**config.mk**
```make
export PLATFORM = sky130hd
export DESIGN_NAME = ldm_stm_sequencer
export DESIGN_NICKNAME = d
export VERILOG_FILES = /design/src/rtl/ldm_stm_sequencer_pkg.sv /design/src/rtl/priority_enc_popcnt.sv /design/src/rtl/ldm_stm_sequencer.sv
export SDC_FILE = /design/constraint.sdc
export NUM_CORES = 1
export LEC_CHECK = 0
export CORE_MARGIN = 1.5
export CORE_UTILIZATION = 49
export DETAILED_ROUTE_END_ITERATION = 10
export HOLD_SLACK_MARGIN = 0.12
export PLACE_DENSITY_LB_ADDON = 0.2
export SLEW_MARGIN = 25
export SYNTH_ARGS = -nofsm -noshare
export SYNTH_HDL_FRONTEND = slang
export SYNTH_SLANG_ARGS = --single-unit
```
**constraint.sdc**
```tcl
create_clock -name clk -period 7.45 [get_ports clk]
set_clock_uncertainty 0.2 [all_clocks]
set_input_delay 0.745 -clock clk [delete_from_list [all_inputs] [get_ports clk]]
set_output_delay 0.745 -clock clk [all_outputs]
set_load 0.02 [all_outputs]
```
**src/rtl/ldm_stm_sequencer_pkg.sv**
```systemverilog
// Shared CPU definitions for the multi-register transfer sequencer:
// ALU src2 select codes, transfer op encodings, FSM states and special register indices.
package ldm_stm_sequencer_pkg;

    localparam logic [2:0] S2_RM            = 3'd0;
    localparam logic [2:0] S2_BIT_COUNT     = 3'd4;
    localparam logic [2:0] S2_NOT_BIT_COUNT = 3'd5;

    localparam logic [3:0] REG_LR = 4'd14;
    localparam logic [3:0] REG_PC = 4'd15;

    typedef enum logic [1:0] {
        OP_LDM  = 2'd0,
        OP_STM  = 2'd1,
        OP_PUSH = 2'd2,
        OP_POP  = 2'd3
    } op_t;

    typedef enum logic [2:0] {
        ST_IDLE = 3'd0,
        ST_CALC = 3'd1,
        ST_XFER = 3'd2,
        ST_WB   = 3'd3,
        ST_DONE = 3'd4
    } state_t;

    function automatic logic op_is_load(input op_t op);
        return (op == OP_LDM) || (op == OP_POP);
    endfunction

endpackage

```
**src/rtl/priority_enc_popcnt.sv**
```systemverilog
// Combinational lowest-set-bit encoder and population count over a W-bit mask.
// Also used by the decoder for count-dependent timing.
module priority_enc_popcnt #(
    parameter int W     = 9,
    parameter int IDX_W = $clog2(W),
    parameter int CNT_W = $clog2(W + 1)
) (
    input  logic [W-1:0]     i_mask,
    output logic [IDX_W-1:0] o_low_idx,
    output logic [CNT_W-1:0] o_count,
    output logic             o_any
);

    always_comb begin
        o_low_idx = '0;
        o_count   = '0;
        // Scanning from the top down leaves the lowest set bit as the final winner.
        for (int i = W - 1; i >= 0; i--) begin
            if (i_mask[i]) begin
                o_low_idx = IDX_W'(i);
            end
        end
        for (int i = 0; i < W; i++) begin
            o_count = o_count + CNT_W'(i_mask[i]);
        end
        o_any = |i_mask;
    end

endmodule

```
**src/rtl/ldm_stm_sequencer.sv**
```systemverilog
// LDM/STM/PUSH/POP sequencer: computes the transfer size for the base/SP update,
// then issues one req/ack memory beat per listed register, lowest register first.
module ldm_stm_sequencer
    import ldm_stm_sequencer_pkg::*;
#(
    parameter int LIST_W = 9,
    parameter int ADDR_W = 32
) (
    input  logic              clk,
    input  logic              rst,
    input  logic              start,
    input  logic [1:0]        op,
    input  logic [LIST_W-1:0] reg_list,
    input  logic [ADDR_W-1:0] base,
    input  logic              base_in_list,
    input  logic              mem_ack,
    output logic              busy,
    output logic [2:0]        alu_src2_choose,
    output logic              alu_cin,
    output logic [ADDR_W-1:0] bit_count_number,
    output logic              mem_req,
    output logic              mem_we,
    output logic [ADDR_W-1:0] mem_addr,
    output logic [3:0]        reg_idx,
    output logic              rf_we,
    output logic              base_we,
    output logic              done,
    output logic [2:0]        dbg_state
);

    localparam int IDX_W = $clog2(LIST_W);
    localparam int CNT_W = $clog2(LIST_W + 1);

    state_t            r_state;
    state_t            w_next_state;
    op_t               r_op;
    logic [LIST_W-1:0] r_mask;
    logic [ADDR_W-1:0] r_count;
    logic [ADDR_W-1:0] r_start_addr;
    logic [3:0]        r_beat;
    logic              r_base_in_list;

    logic [LIST_W-1:0] w_enc_in;
    logic [IDX_W-1:0]  w_low_idx;
    logic [CNT_W-1:0]  w_cnt;
    logic              w_any;
    logic [LIST_W-1:0] w_rest;
    logic [ADDR_W-1:0] w_count_bytes;
    logic [2:0]        w_calc_sel;
    logic              w_calc_cin;
    logic              w_load;

    // One encoder serves both jobs: popcount of the incoming list while idle,
    // lowest remaining register once the list is latched.
    assign w_enc_in = (r_state == ST_IDLE) ? reg_list : r_mask;

    priority_enc_popcnt #(
        .W(LIST_W)
    ) u_enc (
        .i_mask   (w_enc_in),
        .o_low_idx(w_low_idx),
        .o_count  (w_cnt),
        .o_any    (w_any)
    );

    assign w_count_bytes = ADDR_W'({w_cnt, 2'b00});
    assign w_rest        = r_mask & ~(LIST_W'(1) << w_low_idx);
    assign w_calc_sel    = (r_op == OP_PUSH) ? S2_NOT_BIT_COUNT : S2_BIT_COUNT;
    assign w_calc_cin    = (r_op == OP_PUSH);
    assign w_load        = op_is_load(r_op);
    assign dbg_state     = r_state;

    always_ff @(posedge clk) begin
        if (rst) begin
            r_state        <= ST_IDLE;
            r_op           <= OP_LDM;
            r_mask         <= '0;
            r_count        <= '0;
            r_start_addr   <= '0;
            r_beat         <= '0;
            r_base_in_list <= 1'b0;
        end else begin
            r_state <= w_next_state;
            if (r_state == ST_IDLE && start) begin
                r_op           <= op_t'(op);
                r_mask         <= reg_list;
                r_count        <= w_count_bytes;
                r_beat         <= '0;
                r_base_in_list <= base_in_list;
                // PUSH is full-descending: the block starts below SP.
                r_start_addr   <= (op_t'(op) == OP_PUSH) ? (base - w_count_bytes) : base;
            end
            if (r_state == ST_XFER && mem_ack) begin
                r_mask <= w_rest;
                r_beat <= r_beat + 4'd1;
            end
        end
    end

    always_comb begin
        w_next_state     = r_state;
        busy             = 1'b0;
        alu_src2_choose  = S2_RM;
        alu_cin          = 1'b0;
        bit_count_number = '0;
        mem_req          = 1'b0;
        mem_we           = 1'b0;
        mem_addr         = '0;
        reg_idx          = '0;
        rf_we            = 1'b0;
        base_we          = 1'b0;
        done             = 1'b0;

        case (r_state)
            ST_IDLE: begin
                if (start) begin
                    w_next_state = ST_CALC;
                end
            end
            ST_CALC: begin
                busy             = 1'b1;
                alu_src2_choose  = w_calc_sel;
                alu_cin          = w_calc_cin;
                bit_count_number = r_count;
                w_next_state     = w_any ? ST_XFER : ST_DONE;
            end
            ST_XFER: begin
                busy             = 1'b1;
                bit_count_number = r_count;
                mem_req          = 1'b1;
                mem_we           = !w_load;
                mem_addr         = r_start_addr + ADDR_W'({r_beat, 2'b00});
                reg_idx          = 4'(w_low_idx);
                // The top list bit is LR for PUSH and PC for POP.
                if (w_low_idx == IDX_W'(LIST_W - 1)) begin
                    if (r_op == OP_PUSH) begin
                        reg_idx = REG_LR;
                    end else if (r_op == OP_POP) begin
                        reg_idx = REG_PC;
                    end
                end
                rf_we = mem_ack && w_load;
                if (mem_ack && (w_rest == '0)) begin
                    w_next_state = ST_WB;
                end
            end
            ST_WB: begin
                busy             = 1'b1;
                bit_count_number = r_count;
                alu_src2_choose  = w_calc_sel;
                alu_cin          = w_calc_cin;
                // A loaded base register must not be overwritten by the writeback.
                base_we          = !((r_op == OP_LDM) && r_base_in_list);
                w_next_state     = ST_DONE;
            end
            ST_DONE: begin
                busy             = 1'b1;
                bit_count_number = r_count;
                done             = 1'b1;
                w_next_state     = ST_IDLE;
            end
            default: begin
                w_next_state = ST_IDLE;
            end
        endcase
    end

endmodule

```
; ---- Word-level counts from Yosys, hierarchy flattened
; Cells that the tools add are included.
[word_totals]
in_bits = 48
ff_bits = 55
output_inout_bits = 81
[classes]
n_bitwise = 2
mux = 34
shift = 1
reduce_logical = 16
n_eq_ne = 10
addsub = 11
[ops]
columns = operator, count
row1 = 2-to-1 mux 32 bit, 2
row2 = 2-to-1 mux 4 bit, 15
row3 = adder 32 x 6 -> 32 bit, 1
row4 = subtractor 32 x 6 -> 32 bit, 1
row5 = adder 4 x 1 -> 4 bit, 7
row6 = 2-to-1 mux 9 bit, 3
row7 = 2-to-1 mux 3 bit, 4
row8 = case mux 3 bit (4 select lines), 1
row9 = bitwise AND 9 bit, 1
row10 = zero test 9 bit, 1
row11 = inverter 9 bit, 1
row12 = OR reduction 9 bit, 1
row13 = "<< shifter 1 x 4 -> 9 bit, first input constant", 1
row14 = 2-to-1 mux 1 bit, 8
row15 = "== test 2 bit, second input constant", 3
row16 = "== test 3 x 2 -> 1 bit, second input constant", 2
row17 = 2-to-1 mux 6 bit, 1
row18 = logical AND 1 bit, 5
row19 = "adder 4 x 1 -> 4 bit, second input constant", 1
row20 = "== test 4 bit, second input constant", 1
row21 = OR reduction 4 bit, 1
row22 = "== test 3 x 1 -> 1 bit, second input constant", 1
row23 = "== test 3 bit, second input constant", 1
row24 = zero test 3 bit, 1
row25 = 9 further kinds, 10

; ---- Logic depth before layout (Yosys ltp)
; Gate-level depths: netlist of the first run.
[logic_depth]
depth_word = 18
ltp_mapped = 21

; ---- Hierarchy
; A second synthesis of the first run with hierarchy kept.
[unflattened]
hier_cells = 606
area_unflattened_um2 = 4508.1
[modules_own_cells]
columns = mod, area_per_inst_um2, cells_each, n_inst
row1 = ldm_stm_sequencer, 4225.3, 572, 1
row2 = priority_enc_popcnt, 282.8, 34, 1

; ---- Worst setup path before layout of the first run
; Ideal clock, no wire load.
[synth_path]
path_type = register -> register
startpoint = register r_state[1], in the netlist dbg_state[1]
endpoint = register r_start_addr[17]
arrival_time_ns = 6.180
path_stages_with_launch = 20
required_ns = 7.159
setup_time_ns = 0.091
path_slack_ns = 0.979
cell_sequence = dfxtp_1 nor3_1 clkbuf_1 buf_1 o21ai_0 fa_1 inv_1 fa_1 fa_1 inv_1 ha_1 fa_1 inv_1 ha_1 nor2b_1 o21a_1 o21ai_0 nand4b_1 or4b_2 a311oi_1
[synth_via]
elab_chain_len = 12
[synth_lines]
columns = element, line_no
row1 = from (decl), ldm_stm_sequencer.sv:34  ; state_t r_state;
row2 = from (signal assigned), ldm_stm_sequencer.sv:83  ; r_state <= w_next_state;
row3 = zero test 3 bit *, ldm_stm_sequencer.sv:55  ; assign w_enc_in = (r_state == ST_IDLE) ? reg_list : r_mask;
row4 = 2-to-1 mux 9 bit *, ldm_stm_sequencer.sv:55
row5 = adder 1 x 1 -> 2 bit, priority_enc_popcnt.sv:24  ; o_count = o_count + CNT_W'(i_mask[i]);
row6 = adder 4 x 1 -> 4 bit (6 in a row), priority_enc_popcnt.sv:24
row7 = adder 4 x 1 -> 4 bit *, priority_enc_popcnt.sv:24
row8 = net u_enc.o_count[1], priority_enc_popcnt.sv:10  ; output logic [CNT_W-1:0] o_count,
row9 = subtractor 32 x 6 -> 32 bit *, ldm_stm_sequencer.sv:91  ; r_start_addr <= (op_t'(op) == OP_PUSH) ? (base - w_count_bytes) : base;
row10 = 2-to-1 mux 32 bit *, ldm_stm_sequencer.sv:91
row11 = to (signal assigned), ldm_stm_sequencer.sv:91
row12 = to (decl), ldm_stm_sequencer.sv:39  ; logic [ADDR_W-1:0] r_start_addr;
; The timed path passes the listed nets; every way through them passes the cells marked *.
; A chain may end at the register's enable or synchronous reset.

; ---- Worst setup path after layout of the first run
[layout_path]
startpoint = input reg_list[1]
endpoint = register r_start_addr[29]
[layout_via]
elab_chain_len = 11
[layout_lines]
columns = element, line_no
row1 = from (decl), ldm_stm_sequencer.sv:13  ; input logic [LIST_W-1:0] reg_list,
row2 = 2-to-1 mux 9 bit, ldm_stm_sequencer.sv:55
row3 = adder 1 x 1 -> 2 bit, priority_enc_popcnt.sv:24
row4 = adder 4 x 1 -> 4 bit (7 in a row), priority_enc_popcnt.sv:24
row5 = net u_enc.o_count[1], priority_enc_popcnt.sv:10
row6 = subtractor 32 x 6 -> 32 bit, ldm_stm_sequencer.sv:91
row7 = 2-to-1 mux 32 bit, ldm_stm_sequencer.sv:91
; The timed path passes the listed nets, and every way through them passes these cells.

==> impl_metrics.toml, run 1 <==
[status]
outcome = "completed"

[placement]
gp_congestion = 0.9520
dp_hpwl_mm = 9.084
port_buffers = 99

[cts]
path_clk_slew_ns = 0.10
clk_latency_ns = 0.32
ctsHoldBuffers = 0
cts_sinks = 55
cts_tree = "yes"
cts_buffer_depth = 2
htreeDepth = 2
cts_buffers = 5
cts_resized = 0
cts-root-buf = "clkbuf_8"
postCtsSetupBuffers = 0

[grt]
grt_pass1_wl_mm = 20.28
grt_pass1_vias = 4148
grt_usage = 0.2521
grt.overflow.total = 0
antenna_found_initial = 0
grt_max_degree = 79

[floorplan]
die_h_um = 98.47
initial_utilization = 0.5096
die_area_mm2 = 0.009695
rows = 34
dieWidth_um = 98.47
ios = 129
core_mm2 = 0.008763

[timing]
fmax_mhz = 150.4
worst_pin_slew_ns = 0.7589
rsz0062_at_grt = "false"
fin_crit_sh = 0.8924
slew_headroom = 0.4941
finalSetupViolations = 0
fin_crit_ns = 6.648
setup_tns_ns = 0
drv_slew = 0
final_hold_viol_count = 0

[synth]
synth_area_mm2 = 0.004466
syn_inst = 587
ys.flop_type = "dfxtp_1"
synth_edf_count = 0
yosys-top-cells-area = "dfxtp_1, nor2_1, buf_4"
synth_top_area_share = 0.2466
synth.distinct_cells = 58
syn_area_per_cell_um2 = 7.607
seq_area_frac_synth = 0.2466
ys_ff_latch = 55
ys_warn_count = 0
netlist.top_cell.by_area = "dfxtp_1"
async_flop_share = 0

[worst_setup_path]
cp_top_family = "adder cells"
critPathSlowestCell = "or4_2"
cp_common_cell = "fa_1"
r2r_start = "dbg_state[1]"
cp.required_ns = 7.49
cp_cell_sequence = "clkdlybuf4s50_1 > mux2i_1 > ha_1 > fa_1 > inv_1 > fa_1 > fa_1 > inv_1 > ha_1 > fa_1 > inv_1 > ha_1 > nor2b_1 > o21a_1 > o21ai_0 > buf_4 > nand4_1 > or4_2 > a31oi_1"
startpoint_type = "input port"
cp-startpoint = "reg_list[1]"
timing_worst_setup_path_type = "in2reg"
critPathBufInv = 5
crit_path_max_incr_delay_ns = 0.78
crit_path_end_kind = "flip-flop"
crit_fanout = 13
arrival_ns = 6.69

[final_layout]
area_growth_pct = 23.37
drive_gt1_frac = 0.04606
fin_nets = 745
antennaDiodeCount = 0

[drt]
first_iter_violations = 198
post_drt_wl_per_cell_um = 15.56
vias = 4502
drc = 0
ant_nets = 0
firstDrtPassIters = 4
finalWirelength_mm = 12.15
viasPerCell = 5.764

[power_and_ir_drop]
powerDensity_mw_per_mm2 = 201.3
p_total_mw = 1.109
ir_worst_vdd_mv = 0.1184
p_leak_nw = 2.012

[job]
cap_violations = 0

[min_path]
hp-start = "r_start_addr[0]"
hp-class = "reg2reg"
## power by group
| part | internal [mW] | switching, mW |
|---|---|---|
| logic | 0.227 | 0.303 |
| clock network | 0.109 | 0.101 |
| registers | 0.330 | 0.0391 |
## placed cells by master, fill, tap and decap left out, types with 4 or more instances in the layout
master           netlist  routed
clkdlybuf4s50_1        0      98
a311oi_1              10      10
a31oi_1                7       7
a211oi_1              19      19
inv_1                 17      17
nor3_1                17      16
fa_1                   7       7
o21ai_0               23      23
nand2_1               53      53
buf_4                 30       9
nand4b_1               4       4
xor2_1                18      18
nor2b_1                5       5
and3_1                 4       4
nand3_1               17      17
nor4_1                 9       8
a21o_1                 4       4
conb_1                 1      29
o21a_1                 4       4
nor4b_1                4       4
o31ai_1                7       7
ha_1                  18      18
or4_1                  6       6
nor3b_1                6       6
a22oi_1                4       4
dfxtp_1               55      55
or3_1                 14      14
mux2i_1                7       7
and2_1                13      12
clkbuf_8               5       6
nor2_1                84      84
a21oi_1               33      33
xnor2_1               18      18
nand4_1                7       7
o311ai_0               4       4
## logic make-up after synthesis
family / after synthesis / share of synthesized area
AND/OR/NAND/NOR: 259 / 0.2942
AO/OA/AOI/OAI: 128 / 0.1900
buffers and inverters: 76 / 0.1003
flip-flops: 55 / 0.2466
XOR/XNOR: 36 / 0.07061
adder cells (fa/ha/maj): 25 / 0.08182
multiplexers: 7 / 0.01569
other: 1 / 0.0008398
## layout make-up
cell class	instances	area (um^2)
Clock buffer	6	82.58
Clock inverter	2	35.03
Fill cell	826	3254
Sequential cell	55	1101
Timing Repair Buffer	108	1054
Tap cell	108	135.1
Multi-Input combinational cell	484	3034
Inverter	18	67.56
## final timing paths
kind	endpoint	slack (ns)	depth (start not counted)
max	r_start_addr[29]	0.80	19
min	r_start_addr[0]	0.26	2
max reg2reg	r_start_addr[29]	0.87	20
min reg2reg	r_start_addr[0]	0.26	2
## flip-flops by register name, indices dropped and copies added, names as in the netlist
register / cells
r_beat: 4
r_op: 2
r_base_in_list: 1
r_start_addr: 32
r_count: 4
dbg_state: 3
r_mask: 9
## cells in the mapped netlist (5+ instances only)
| master | count |
|---|---|
| nor3_1 | 17 |
| clkbuf_8 | 5 |
| o21ai_0 | 23 |
| nand3_1 | 17 |
| nor2_1 | 84 |
| ha_1 | 18 |
| clkbuf_1 | 21 |
| nor4_1 | 9 |
| xnor2_1 | 18 |
| fa_1 | 7 |
| a31oi_1 | 7 |
| nand2_1 | 53 |
| nand4_1 | 7 |
| a311oi_1 | 10 |
| and2_1 | 13 |
| nor2b_1 | 5 |
| a211oi_1 | 19 |
| a21oi_1 | 33 |
| o31ai_1 | 7 |
| dfxtp_1 | 55 |
| nor3b_1 | 6 |
| or3_1 | 14 |
| or4_1 | 6 |
| xor2_1 | 18 |
| inv_1 | 17 |
| mux2i_1 | 7 |
| buf_4 | 30 |
## worst min-delay path, cell delays in order (launching register included)
cell and delay, ns:
dfxtp_1 0.32, nand2_1 0.05, a21oi_1 0.05
## layer usage
| metal | wire length [um] | track usage |
|---|---|---|
| met2 | 5773 | 0.4136 |
| met4 | 150 | 0.04767 |
| met5 | 0 | 0 |
| met1 | 5493 | 0.3527 |
| met3 | 733 | 0.04255 |
## per-stage QoR
stage / worst slack (ns) / utilization / area, um^2 / hold WS, ns / std cells
finish: 0.8020 / 0.6286 / 5509 / 0.2635 / 781
global route: 0.5094 / 0.6286 / 5509 / 0.2952 / 781
CTS: 0.8557 / 0.6279 / 5503 / 0.2655 / 781
detailed placement: 0.5317 / 0.6145 / 5385 / 0.2514 / 773
global placement: 0.7097 / 0.6145 / 5385 / 0.2434 / 773
floorplan: 0.9788 / - / 4571 / 0.2317 / 615
Power figures use the tool's default switching activity.
==> inputs of run 2 (changes only) <==
Settings changed: ABC_AREA from default to 0, CTS_CLUSTER_DIAMETER from default to 30.
==> results of run 2 <==
Final layout, timing and power as in run 1 (identical DEF).
